`config.mk`:
```
export PLATFORM = sky130hd
export DESIGN_NAME = c17_array_pipe
export DESIGN_NICKNAME = d
export VERILOG_FILES = /design/src/rtl/c17_pkg.sv /design/src/rtl/c17_core.sv /design/src/rtl/c17_array_pipe.sv
export SDC_FILE = /design/constraint.sdc
export NUM_CORES = 1
export LEC_CHECK = 0
export ABC_AREA = 1
export CAP_MARGIN = 40
export CORE_MARGIN = 2
export CORE_UTILIZATION = 56
export DETAILED_ROUTE_END_ITERATION = 12
export HOLD_SLACK_MARGIN = 0.03
export PLACE_DENSITY = 0.79
export SKIP_LAST_GASP = 1
export SYNTH_ARGS = -nofsm -noshare
export SYNTH_HDL_FRONTEND = slang
export SYNTH_SLANG_ARGS = --single-unit
```
`constraint.sdc`:
```
create_clock -name clock -period 1.64 [get_ports clock]
set_clock_uncertainty 0.05 [all_clocks]
set_input_delay 0.492 -clock clock [delete_from_list [all_inputs] [get_ports clock]]
set_output_delay 0.492 -clock clock [all_outputs]
set_load 0.01 [all_outputs]
```
`src/rtl/c17_pkg.sv`:
```
// rtl/c17_pkg.sv - shared constants, FSM state type and C17 evaluation function
//
// Purpose: common definitions for the C17 array pipeline and its slices.
//   C17_NI / C17_NO : primary inputs / outputs per C17 slice
//   LFSR_POLY       : Galois feedback polynomial of the BIST pattern generator
//   MISR_TAP_*      : feedback taps of the 16-bit signature register
//   bist_state_e    : self-test controller states
//   c17_eval        : one C17 NAND network, {pi4..pi0} -> {po1,po0}
package c17_pkg;

  localparam int C17_NI = 5;
  localparam int C17_NO = 2;

  localparam logic [31:0] LFSR_POLY = 32'h80200003;

  localparam int MISR_TAP_A = 15;
  localparam int MISR_TAP_B = 14;
  localparam int MISR_TAP_C = 12;
  localparam int MISR_TAP_D = 3;

  typedef enum logic [2:0] {
    ST_IDLE  = 3'd0,
    ST_FLUSH = 3'd1,
    ST_RUN   = 3'd2,
    ST_DRAIN = 3'd3,
    ST_DONE  = 3'd4
  } bist_state_e;

  function automatic logic [C17_NO-1:0] c17_eval(input logic [C17_NI-1:0] pi);
    logic n8;
    logic n9;
    logic n10;
    logic n11;
    n8  = ~(pi[2] & pi[3]);
    n9  = ~(pi[0] & pi[2]);
    n10 = ~(n8 & pi[4]);
    n11 = ~(pi[1] & n8);
    return {~(n11 & n10), ~(n9 & n11)};
  endfunction

endpackage

```
`src/rtl/c17_core.sv`:
```
// rtl/c17_core.sv - one combinational C17 slice
//
// Purpose: a single C17 NAND network, instantiated once per lane.
// Ports:
//   pi : in  5 bits {pi4,pi3,pi2,pi1,pi0}
//   po : out 2 bits {po1,po0}
module c17_core
  import c17_pkg::*;
(
  input  logic [C17_NI-1:0] pi,
  output logic [C17_NO-1:0] po
);

  assign po = c17_eval(pi);

endmodule

```
`src/rtl/c17_array_pipe.sv`:
```
// rtl/c17_array_pipe.sv - LANES C17 slices behind a STAGES-deep valid/ready pipeline with LFSR/MISR self-test
//
// Purpose: parallel C17 slices whose outputs are registered through STAGES
//   stages; a self-test controller can take over the slice inputs with an
//   LFSR pattern stream and compact the results into a 16-bit MISR.
// Ports:
//   clock      : in  rising-edge clock
//   reset_n    : in  asynchronous active-low reset
//   in_valid   : in  upstream valid
//   in_ready   : out upstream ready (stage 0 free and controller idle/done)
//   in_data    : in  5*LANES, lane i at [5i+4:5i]
//   out_valid  : out downstream valid (suppressed during self-test)
//   out_ready  : in  downstream ready
//   out_data   : out 2*LANES, lane i at [2i+1:2i]
//   bist_start : in  one-cycle self-test request
//   bist_busy  : out high in FLUSH, RUN and DRAIN
//   bist_done  : out high in DONE
//   bist_sig   : out MISR signature, valid while bist_done
module c17_array_pipe
  import c17_pkg::*;
#(
  parameter int          LANES  = 4,
  parameter int          STAGES = 2,
  parameter int          NPAT   = 64,
  parameter logic [31:0] SEED   = 32'h1
) (
  input  logic                   clock,
  input  logic                   reset_n,
  input  logic                   in_valid,
  output logic                   in_ready,
  input  logic [C17_NI*LANES-1:0] in_data,
  output logic                   out_valid,
  input  logic                   out_ready,
  output logic [C17_NO*LANES-1:0] out_data,
  input  logic                   bist_start,
  output logic                   bist_busy,
  output logic                   bist_done,
  output logic [15:0]            bist_sig
);

  localparam int IW = C17_NI * LANES;
  localparam int DW = C17_NO * LANES;

  bist_state_e state_q;
  bist_state_e state_d;

  logic [31:0] lfsr_q;
  logic [31:0] lfsr_next;
  logic [15:0] misr_q;
  logic [15:0] misr_d;
  logic [15:0] sig_q;
  logic [15:0] cnt_q;
  logic [2:0]  drain_q;

  logic [STAGES-1:0] vld_q;
  logic [DW-1:0]     dat_q [STAGES];
  logic [STAGES:0]   rdy;

  logic          bist_mode;
  logic          ctl_open;
  logic          src_valid;
  logic          last_fire;
  logic          flush_entry;
  logic [IW-1:0] bist_pat;
  logic [IW-1:0] core_in;
  logic [DW-1:0] core_out;
  logic [C17_NO-1:0] lane_x;

  // During RUN/DRAIN the pipeline is never back-pressured: results are
  // consumed by the MISR, not by the downstream port.
  assign bist_mode = (state_q == ST_RUN) || (state_q == ST_DRAIN);
  assign ctl_open  = (state_q == ST_IDLE) || (state_q == ST_DONE);

  always_comb begin
    rdy = '0;
    rdy[STAGES] = bist_mode | out_ready;
    for (int k = STAGES - 1; k >= 0; k--) begin
      rdy[k] = ~vld_q[k] | rdy[k+1];
    end
  end

  // Lane i sees the low LFSR bits with its lane index folded in, so lanes
  // receive distinct patterns from one generator.
  always_comb begin
    bist_pat = '0;
    for (int i = 0; i < LANES; i++) begin
      bist_pat[C17_NI*i +: C17_NI] = lfsr_q[4:0] ^ 5'(i);
    end
  end

  assign core_in   = (state_q == ST_RUN) ? bist_pat : in_data;
  assign src_valid = (state_q == ST_RUN) | (in_valid & in_ready);

  for (genvar i = 0; i < LANES; i++) begin : g_lane
    c17_core u_core (
      .pi (core_in[C17_NI*i +: C17_NI]),
      .po (core_out[C17_NO*i +: C17_NO])
    );
  end

  always_ff @(posedge clock or negedge reset_n) begin
    if (!reset_n) begin
      vld_q <= '0;
      for (int k = 0; k < STAGES; k++) begin
        dat_q[k] <= '0;
      end
    end else begin
      if (rdy[0]) begin
        vld_q[0] <= src_valid;
        if (src_valid) begin
          dat_q[0] <= core_out;
        end
      end
      for (int k = 1; k < STAGES; k++) begin
        if (rdy[k]) begin
          vld_q[k] <= vld_q[k-1];
          if (vld_q[k-1]) begin
            dat_q[k] <= dat_q[k-1];
          end
        end
      end
    end
  end

  assign out_valid = vld_q[STAGES-1] & ~bist_mode;
  assign out_data  = dat_q[STAGES-1];

  // Only BIST results can occupy the pipeline in RUN/DRAIN because FLUSH
  // waits for it to empty and upstream is closed until DONE.
  assign last_fire = vld_q[STAGES-1] & bist_mode;

  always_comb begin
    lane_x = '0;
    for (int i = 0; i < LANES; i++) begin
      lane_x = lane_x ^ dat_q[STAGES-1][C17_NO*i +: C17_NO];
    end
    misr_d = {misr_q[14:0],
              misr_q[MISR_TAP_A] ^ misr_q[MISR_TAP_B] ^ misr_q[MISR_TAP_C] ^ misr_q[MISR_TAP_D]}
             ^ {14'b0, lane_x};
  end

  assign lfsr_next = {1'b0, lfsr_q[31:1]} ^ (lfsr_q[0] ? LFSR_POLY : 32'h0);

  always_ff @(posedge clock or negedge reset_n) begin
    if (!reset_n) begin
      state_q <= ST_IDLE;
    end else begin
      state_q <= state_d;
    end
  end

  always_comb begin
    state_d   = state_q;
    in_ready  = 1'b0;
    bist_busy = 1'b0;
    bist_done = 1'b0;
    case (state_q)
      ST_IDLE: begin
        in_ready = rdy[0];
        if (bist_start) state_d = ST_FLUSH;
      end
      ST_FLUSH: begin
        bist_busy = 1'b1;
        if (vld_q == '0) state_d = ST_RUN;
      end
      ST_RUN: begin
        bist_busy = 1'b1;
        if (cnt_q == 16'(NPAT - 1)) state_d = ST_DRAIN;
      end
      ST_DRAIN: begin
        bist_busy = 1'b1;
        if (drain_q == 3'(STAGES - 1)) state_d = ST_DONE;
      end
      ST_DONE: begin
        in_ready  = rdy[0];
        bist_done = 1'b1;
        if (bist_start) state_d = ST_FLUSH;
      end
      default: state_d = ST_IDLE;
    endcase
  end

  assign flush_entry = ctl_open && (state_d == ST_FLUSH);

  always_ff @(posedge clock or negedge reset_n) begin
    if (!reset_n) begin
      lfsr_q  <= SEED;
      misr_q  <= '0;
      cnt_q   <= '0;
      drain_q <= '0;
      sig_q   <= '0;
    end else begin
      if (flush_entry) begin
        lfsr_q  <= SEED;
        misr_q  <= '0;
        cnt_q   <= '0;
        drain_q <= '0;
        sig_q   <= '0;
      end
      if (state_q == ST_RUN) begin
        lfsr_q <= lfsr_next;
        cnt_q  <= cnt_q + 16'd1;
      end
      if (last_fire) begin
        misr_q <= misr_d;
      end
      if (state_q == ST_DRAIN) begin
        drain_q <= drain_q + 3'd1;
      end
      // The final result leaves the pipe on the same edge DONE is entered.
      if ((state_q == ST_DRAIN) && (state_d == ST_DONE)) begin
        sig_q <= last_fire ? misr_d : misr_q;
      end
    end
  end

  assign bist_sig = sig_q;

endmodule

```
==> metrics.txt, run 1 <==
CTS Buf Count=9; vias in the first global route=slightly above 4000; family with the most delay on the worst path=flip-flops; min Tclk post-route=1970 ps; design area=between 6000 and 7000 µm²; critical path launch point type=flip-flop; worst-margin pin slew=322 ps; metal2 WL=just over 6000 µm; Critical-path top delay cell=dfrtp_1; commonest non-fill, non-tap cell in the layout=nand2_1; Placed Area=around 5700 µm²; share of cells above drive strength 1=20.4%; worst skew pair latency=about 370 ps; maximum root-to-sink buffer count=2; RSZ-0062 raised after global routing=true; clock-pin slew on the worst setup and hold paths=between 100 and 150 ps; Crit. path cell count=7; Cell Chain, Critical Path=inv_2, nor2_4, nor3_4, nand2_1, nand2_1, inv_1, buf_2; Fmax=about 510 MHz; nets@finish=718; main area contributors after synthesis=dfrtp_1 52%, nand2_1 12%, inv_1 6.5%, o21ai_0 3.8%, o22ai_1 3.4%; via/cell ratio=5.39; Num Clock Sinks=roughly 100; multi-input combinational cell area=~2100 µm²; gr usage total=23.8%; Critical Path End Type=output pin; CP Max Fanout=2; Worst path most repeated cell=nand2_1; flops & latches, synth=104; Buf+Inv Stages, Crit Path=3; Die Height=slightly below 100 µm; DRT Wirelength=12100 µm; Hold Slack=about 440 ps; top layer in use=met4; Routed met1 length=~5100 µm; Avg Cell Area, Syn=approximately 8.4 µm²; root buf cell=clkbuf_8; CP arrival=1430 ps; mapped cell area=between 4000 and 5000 µm²; final design utilization=approximately 76%; Final Worst Setup Slack=-331 ps; Worst Hold Class=reg -> reg; Slew HR=around four fifths; row count=34; Peak VDD IR=737 µV; largest net degree at the start of global routing=54; Area Growth Syn to Fin=32.0%; routed length on met3=490 µm; first-pass GRT wire length=about 19000 µm; PD cells=1780 nW/µm²; drt initial violations=roughly 250; status=finished with violations; Port Buf Inserts=52; GP Congestion=0.877; Slew Limit Fails=0; max incr delay on CP=approximately 420 ps; core footprint=around 8600 µm²; Mapped Nets=618; post-synth top area cell=dfrtp_1; pre-CTS setup slack=-695 ps; Finish-stage setup viols=62; CP Class=reg -> out; initial core utilization=around 57%; cell leakage power=~3.3 nW; # DRC=0; cell count after synthesis=between 500 and 600; CTS H-Tree Depth=3; I/O pins=53; drt wl/cell=~15 µm; failing checks=setup timing; CTS tree=built; Filler cells=584; Synth top area share=52.0%; via count=about 4300; crit share post-route=120%; hpwl dp=approximately 7500 µm; FF+latch area=2600 µm²; setup tns final=-3520 ps; DRT Pass-1 Iters=4; R2R depth=12; maxcap violations=0; die area=slightly below 10000 µm²; antenna diode count=0; worst path required time=approximately 1100 ps; Synth cell types=38; sequential element share of the synthesized area=a little over half; Fin. Hold Viols=0; die width=between 90 and 100 µm; initial antenna violation count=0; Ys Warns=0; hold path cells=2; most frequent cells in the layout=145 x nand2_1, 103 x dfrtp_1, 83 x inv_1, 42 x buf_4, 30 x nand3_1; final antenna-violating net count=0; GRT Residual Overflow=0
-- cell usage after synthesis, drive strengths merged --
cell	instances
o211ai	4
nor3	10
dfstp	1
nand3	35
o21ai	61
buf	26
a21oi	9
a22o	2
nand2	161
clkbuf	2
a211oi	1
nor4	3
nand4	4
xnor2	3
o21a	2
o221ai	1
inv	92
ha	3
o22ai	27
nor2	34
xor2	3
a32o	1
dfrtp	103
or2	2
-- worst reg2reg max path, cell delays in order, from the launching register on --
cell     delay (ps)
dfrtp_1         390
buf_4           160
inv_4            70
buf_4           120
nand2_4          70
nor2_4          120
buf_4           130
buf_6           110
nand3_4         110
nor3_4          150
nand2_1          90
nand3_1          70
o21ai_1          60
-- through the flow --
stage	instances	power, mW
after floorplan	590	7.01
after CTS	790	10.5
final	803	11.7
after global routing	803	12.5
after detailed placement	755	8.76
after global placement	755	8.56
-- sequential cells by signal, indices dropped and copies added, names as in the netlist --
name and flops:
lfsr_q 32, out_data 8, vld_q 2, misr_q 16
dat_q 8, state_q 3, bist_sig 16, drain_q 3
cnt_q 16
-- logic make-up after synthesis --
family	Yosys count	share of synthesized area, %
xor+xnor	6	1.06
fa+ha+maj	3	0.758
compound gates	108	12.3
flops	104	52.6
simple gates	249	22.1
buf+inv	120	11.3
-- power breakdown --
group / leakage, nW / internal (mW) / switching [mW] / total, mW
sequential: 1.38 / 3.38 / 0.445 / 3.83
combinational: 1.78 / 2.71 / 3.55 / 6.26
clock: 0.100 / 0.595 / 0.981 / 1.58
-- layout make-up --
class	instances	area share, %
well taps	108	2.07
flip-flops and latches	104	39.8
clock buffers	9	1.89
clock inverters	7	1.11
repair inverters	2	0.230
inverters	92	5.74
multi-input cells	366	31.4
repair buffers	115	17.7
-- repair_timing --
| action | 4_1_cts | 5_1_grt |
|---|---|---|
| gates resized for setup | 65 | 83 |
| hold endpoints to repair | 16 | 0 |
| hold buffers | 1 | 0 |
| setup endpoints to repair | 59 | 98 |
| pin swaps | 9 | 10 |
| setup buffers | 22 | 12 |
| cloned | 2 | 5 |
-- worst paths after layout --
path	endpoint	start	slack (ps)
worst max-delay path	in_ready	state_q[1]	-330
worst min-delay path	bist_sig[12]	bist_sig[12]	440
worst max register to register	cnt_q[8]	state_q[2]	-180
worst min register to register	bist_sig[12]	bist_sig[12]	440
max in group asynchronous	cnt_q[7]	reset_n	490
min in group asynchronous	out_data[4]	reset_n	480
-- metal layers --
layer | track usage (%) | up-vias
met3 | 3.87 | 37
li1 | - | 2096
met4 | 9.62 | 0
met2 | 39.2 | 124
met1 | 31.6 | 2073
met5 | 0 | -
No activity file was read; power rests on OpenSTA's default activity.
==> inputs of run 2 (changes only) <==
- ABC_AREA: 1 -> default
- PLACE_DENSITY: 0.79 -> 0.8
==> metrics.txt, run 2 <==
main combinational cell family by area after synthesis=compound AO/OA/AOI/OAI gates; Fmax=507 MHz (about the same); # DRC=0 (unchanged); main area contributors after synthesis=dfrtp_1 55%, a22o_1 6.0%, mux2i_1 4.5%, mux2_2 4.1%, o21ai_0 2.6%; Finished Layout Cells=604 (-25%); largest net degree at the start of global routing=63 (+17%); metal2 WL=5840 µm (-4.4%); CTS Buf Count=9 (unchanged); I/O pins=53 (unchanged); core footprint=8180 µm² (-5.3%); top layer in use=met4; sequential element share of the synthesized area=55.6% (+3.0 points); Ys Warns=0 (unchanged); count leader, synth=dfrtp_1; Peak VDD IR=1050 µV (+42%); gr usage total=24.6% (+0.80 points); status=finished with violations; routed length on met3=482 µm (-1.6%); design area=6110 µm² (-6.5%); RSZ-0062 raised after global routing=true; row count=33 (-2.9%); Final Worst Setup Slack=-333 ps (-1.88 ps); post-synthesis compound-gate area fraction=14.6% (+2.4 points); Avg Cell Area, Syn=11.7 µm² (+40%); most frequent cells in the layout=103 x dfrtp_1, 36 x buf_4, 32 x a22o_1, 25 x nor2_1, 24 x nand2_1; Largest Register=lfsr_q; Slew HR=74.8% (-3.6 points); Slew Limit Fails=0 (unchanged); Synth cell types=49 (+29%); antenna diode count=0 (unchanged); Post-synth top flop=dfrtp_1; Synth top area share=55.0% (+3.0 points); initial antenna violation count=0 (unchanged); Worst Hold Class=reg -> reg; Fin. Hold Viols=0 (unchanged); die width=95.5 µm (-2.6%); Routed met1 length=4740 µm (-7.2%); maximum root-to-sink buffer count=2 (unchanged); mapped cell area=4690 µm² (-5.4%); commonest non-fill, non-tap cell in the layout=dfrtp_1; CP arrival=1430 ps (about the same); initial core utilization=57.3% (about the same); DRT Pass-1 Iters=4 (unchanged); drt wl/cell=18.7 µm (+25%); cell count after synthesis=399 (-32%); Post-Synth XOR/XNOR Area=2.91% (+1.8 points); multiplexer share of the synthesized area=8.57% (+8.6 points); worst skew pair latency=380 ps (about the same); critical path launch point type=flip-flop; post-synth top area cell=dfrtp_1; drt initial violations=199 (-19%); worst path required time=1100 ps (about the same); GRT Residual Overflow=0 (unchanged); CTS tree=built; Placed Area=5410 µm² (-5.4%); Mapped Nets=427 (-31%); die area=9120 µm² (-5.2%); first-pass GRT wire length=17100 µm (-8.4%); Largest register FFs=32 (unchanged); Post-Place Cells=555 (-26%); Filler cells=517 (-11%); pre-CTS setup slack=-741 ps (-45.1 ps); final antenna-violating net count=0 (unchanged); via/cell ratio=5.98 (+11%); failing checks=setup timing; GP Congestion=0.815 (-7.1%); crit share post-route=120% (about the same); CP Class=reg -> out; post-synthesis adder-cell area fraction=0.801% (+0.043 points); share of cells above drive strength 1=26.5% (+6.0 points); Critical Path End Type=output pin; Die Height=95.5 µm (-2.6%); Commonest cells post-synth=103 x dfrtp_1, 32 x a22o_1, 28 x nor2_1; CP Max Fanout=3 (+1); Area Growth Syn to Fin=30.4%; cell leakage power=2.88 nW (-12%); PD cells=1860 nW/µm² (+4.5%); CTS H-Tree Depth=3 (unchanged); vias in the first global route=3513 (-14%); Num Clock Sinks=104 (unchanged); flops & latches, synth=104 (unchanged); hpwl dp=6460 µm (-14%); clock-pin slew on the worst setup and hold paths=100 ps (about the same); EDFF count, synth=0 (unchanged); worst-margin pin slew=378 ps (+55.6 ps); nets@finish=522 (-27%); Port Buf Inserts=52 (unchanged); Finish-stage setup viols=99 (+60%); DRT Wirelength=11300 µm (-6.3%); Post-synth ARST share=100% (unchanged); Post-Synth Simple-Gate Area=13.1% (-9.0 points); root buf cell=clkbuf_8; Reg2Reg Setup Slack=-280 ps (-100 ps); via count=3611 (-17%); min Tclk post-route=1970 ps (+1.88 ps); maxcap violations=0 (unchanged)
==> run 2: changes by cell type in the layout (fill, tap and decap cells not counted), moves of 7 or more <==
cell     before  now
a22o_1        2   32
inv_1        83    2
nand2_1     145   24
o21ai_0      28   21
o21ai_1      29    7
mux2_4        0    8
nand3_1      30   19
o22ai_1      17    0
o22ai_2      10    0
mux2_2        0    9
mux2i_2       0    7
nor3_1        8    1
mux2i_1       0   12
==> run 2: timing repair <==
action / 4_1_cts / 5_1_grt
gates resized for setup: 86 / 24
hold endpoints to repair: 2 / 0
endpoints found under the setup margin: 65 / 111
pin swaps: 8 / 5
cloned: 4 / 0
setup buffers: 16 / 12
hold buffers: 1 / 0
==> run 2: stage by stage <==
step	TNS [ps]	power, mW	utilization [%]	hold slack [ps]
global placement	-29510	8.08	66.1	423
finish	-11850	11.4	74.8	446
detailed placement	-29920	8.27	66.1	425
CTS	-7900	10.7	72.6	446
floorplan	0	6.96	-	146
global route	-17400	12.0	74.8	482
==> run 2: path summary, 6_finish.rpt <==
kind / to / cells after the start / from
worst max-delay path: in_ready / 5 / state_q[1]
min in group asynchronous: cnt_q[13] / 3 / reset_n
worst max register to register: dat_q[15] / 7 / state_q[1]
max in group asynchronous: cnt_q[2] / 3 / reset_n
worst min register to register: lfsr_q[21] / 2 / lfsr_q[21]
worst min-delay path: lfsr_q[21] / 2 / lfsr_q[21]
==> run 2: cell families after synthesis <==
logic type      after synthesis
compound gates               96
xor+xnor                     14
fa+ha+maj                     3
buf+inv                      33
flops                       104
mux                          38
simple gates                111
==> run 2: critical path, cell delays in order, from the launching register on <==
cell and delay, ps:
dfrtp_1 420, buf_6 140, nor2_4 130, buf_6 130, and2_4 140, buf_6 90
==> run 2: per-layer routing <==
layer / vias to the layer above / global-route usage, %
li1: 1639 / -
met4: 0 / 10.4
met5: - / 0
met3: 23 / 3.95
met2: 113 / 40.1
met1: 1836 / 32.8
==> run 2: area by class of cell <==
class | instances | area [µm²] | area share (%)
multi-input combinational | 262 | 2030 | 33.2
sequential | 104 | 2600 | 42.6
timing repair buffer | 114 | 1150 | 18.9
inverter | 3 | 11.3 | 0.184
clock buffer | 10 | 128 | 2.09
tap | 105 | 131 | 2.15
clock inverter | 6 | 53.8 | 0.880
==> run 2: power breakdown <==
group	internal [mW]	leakage [nW]	switching [mW]	total, mW
combinational	3.18	1.41	2.71	5.88
clock	0.577	0.0890	0.923	1.50
sequential	3.35	1.38	0.652	4.00
==> inputs of run 3 (changes only) <==
- CORE_UTILIZATION: 56 -> 63
- DONT_BUFFER_PORTS: default -> 1
- PLACE_DENSITY: 0.8 -> 0.79
==> metrics.txt, run 3 (synthesis gave the netlist of run 2 again) <==
Critical-path top delay cell=dfrtp_1; initial core utilization=65.0% (+7.6 points); Finished Layout Cells=552 (-8.6%); row count=31 (-6.1%); Port Buf Inserts=0 (-100%); RSZ-0062 raised after global routing=true; initial antenna violation count=0 (unchanged); I/O pins=53 (unchanged); Critical R2R Launch=state_q[1]; Fmax=515 MHz (+1.5%); CTS H-Tree Depth=3 (unchanged); min Tclk post-route=1940 ps (-29.3 ps); GP Congestion=0.835 (+2.4%); maximum root-to-sink buffer count=2 (unchanged); status=finished with violations; via/cell ratio=6.52 (+9.0%); Filler cells=356 (-31%); largest net degree at the start of global routing=105 (+67%); antenna diode count=0 (unchanged); most frequent cells in the layout=101 x dfrtp_1, 34 x buf_4, 32 x a22o_1, 21 x o21ai_1, 20 x nor2_1; Finish-stage setup viols=101 (+2.0%); Cell Chain, Critical Path=buf_12, nand2b_4, nand4b_4, buf_6, and2_4; via count=3597 (-0.39%); pre-CTS setup slack=-163 ps (+577 ps); Worst Hold Class=in -> async; Peak VDD IR=1470 µV (+40%); Hold Slack=-245 ps (-691 ps); nets@finish=476 (-8.8%); CTS Buf Count=9 (unchanged); family with the most delay on the worst path=flip-flops; core footprint=7210 µm² (-12%); worst-margin pin slew=464 ps (+86.2 ps); max incr delay on CP=430 ps (about the same); crit share post-route=119% (-1.8 points); Reg2Reg Setup Slack=-280 ps (about the same); root buf cell=clkbuf_8; Num Clock Sinks=104 (unchanged); DRT Pass-1 Iters=4 (unchanged); Post-Place Cells=495 (-11%); worst path required time=1100 ps (about the same); Design Power=11.9 mW (+4.5%); failing checks=hold timing, setup timing; Slew HR=68.7% (-6.1 points); die area=8150 µm² (-11%); # DRC=0 (unchanged); maxcap violations=0 (unchanged); die width=90.3 µm (-5.5%); GRT Residual Overflow=0 (unchanged); worst skew pair latency=370 ps (about the same); Critical Path End Type=output pin; Largest Register=lfsr_q; R2R depth=8 (+1); drt wl/cell=23.3 µm (+24%); FF+latch area=2610 µm² (about the same); share of cells above drive strength 1=38.6% (+12 points); first-pass GRT wire length=15900 µm (-7.0%); vias in the first global route=3207 (-8.7%); drt initial violations=315 (+58%); DRT Wirelength=12900 µm (+14%); critical path launch point type=flip-flop; CTS tree=built; final antenna-violating net count=0 (unchanged); Fin. Hold Viols=104 (+104); Die Height=90.3 µm (-5.5%); worst r2r dst=bist_sig[15]; PD cells=1990 nW/µm² (+6.8%); Largest register FFs=32 (unchanged); cell leakage power=2.66 nW (-7.4%); clock-pin slew on the worst setup and hold paths=100 ps (about the same); Buf+Inv Stages, Crit Path=2 (-1); hpwl dp=6060 µm (-6.3%); Final Worst Setup Slack=-303 ps (+29.3 ps); CP arrival=1400 ps (-30 ps); multi-input combinational cell area=2270 µm² (+12%); Area Growth Syn to Fin=27.6%; commonest non-fill, non-tap cell in the layout=dfrtp_1; gr usage total=24.5% (-0.038 points); final design utilization=82.9% (+8.1 points); CP Class=reg -> out; CP Max Fanout=3 (unchanged); Slew Limit Fails=0 (unchanged)
-- run 3: cell types whose count changed in the layout (fill, tap and decap cells not counted), sizes merged, moves of 3 or more --
cell           delta
buf               -4
clkbuf            +6
clkdlybuf4s15     -5
clkdlybuf4s50    -22
clkinv            -3
clkinvlp          +3
dlygate4sd2      -20
-- run 3: worst max-delay path by stage --
stage | slack [ps] | depth (start not counted) | startpoint | to
3_5_place_dp | -160 | 6 | state_q[0] | dat_q[8]
5_1_grt | -360 | 5 | state_q[1] | in_ready
4_1_cts | -280 | 5 | state_q[1] | in_ready
2_1_floorplan | 70 | 3 | state_q[0] | in_ready
3_3_place_gp | -230 | 3 | state_q[0] | lfsr_q[11]
6_report | -300 | 5 | state_q[1] | in_ready
-- run 3: through the flow --
| stage | cell area, µm² | TNS, ps |
|---|---|---|
| 5_1_grt | 5980 | -21010 |
| 2_1_floorplan | 4690 | 0 |
| 3_3_place_gp | 4860 | -7460 |
| 6_report | 5980 | -16200 |
| 4_1_cts | 5260 | -1880 |
| 3_5_place_dp | 4880 | -2590 |
-- run 3: where the power goes --
group	switching, mW	total, mW	leakage [nW]	internal, mW
Clock	0.882	1.49	0.0797	0.604
Combinational	2.85	6.16	1.21	3.31
Sequential	0.899	4.25	1.37	3.35
Total	4.63	11.9	2.66	7.27
-- run 3: layer usage --
| layer | part of all wire (%) | track usage [%] | vias to the layer above | wire [µm] |
|---|---|---|---|---|
| met5 | 0 | 0 | - | 0 |
| li1 | - | - | 1555 | - |
| met4 | 3.5 | 6.54 | 0 | 453 |
| met1 | 38 | 32.5 | 1836 | 4830 |
| met3 | 6.4 | 8.01 | 37 | 825 |
| met2 | 53 | 39.4 | 169 | 6760 |
-- run 3: layout make-up --
cell class	count	share of cell area (%)
repair buffers	67	13.1
clock buffers	11	2.36
flip-flops and latches	104	43.6
inverters	3	0.230
multi-input cells	263	38.0
well taps	99	2.07
clock inverters	5	0.691
-- run 3: timing repair --
item                                    CTS  global route
hold endpoints to repair                104           104
gates cloned                              1             9
pin swaps                                 6            11
setup buffers                             8            24
endpoints found under the setup margin   43            86
gates resized for setup                  24           103
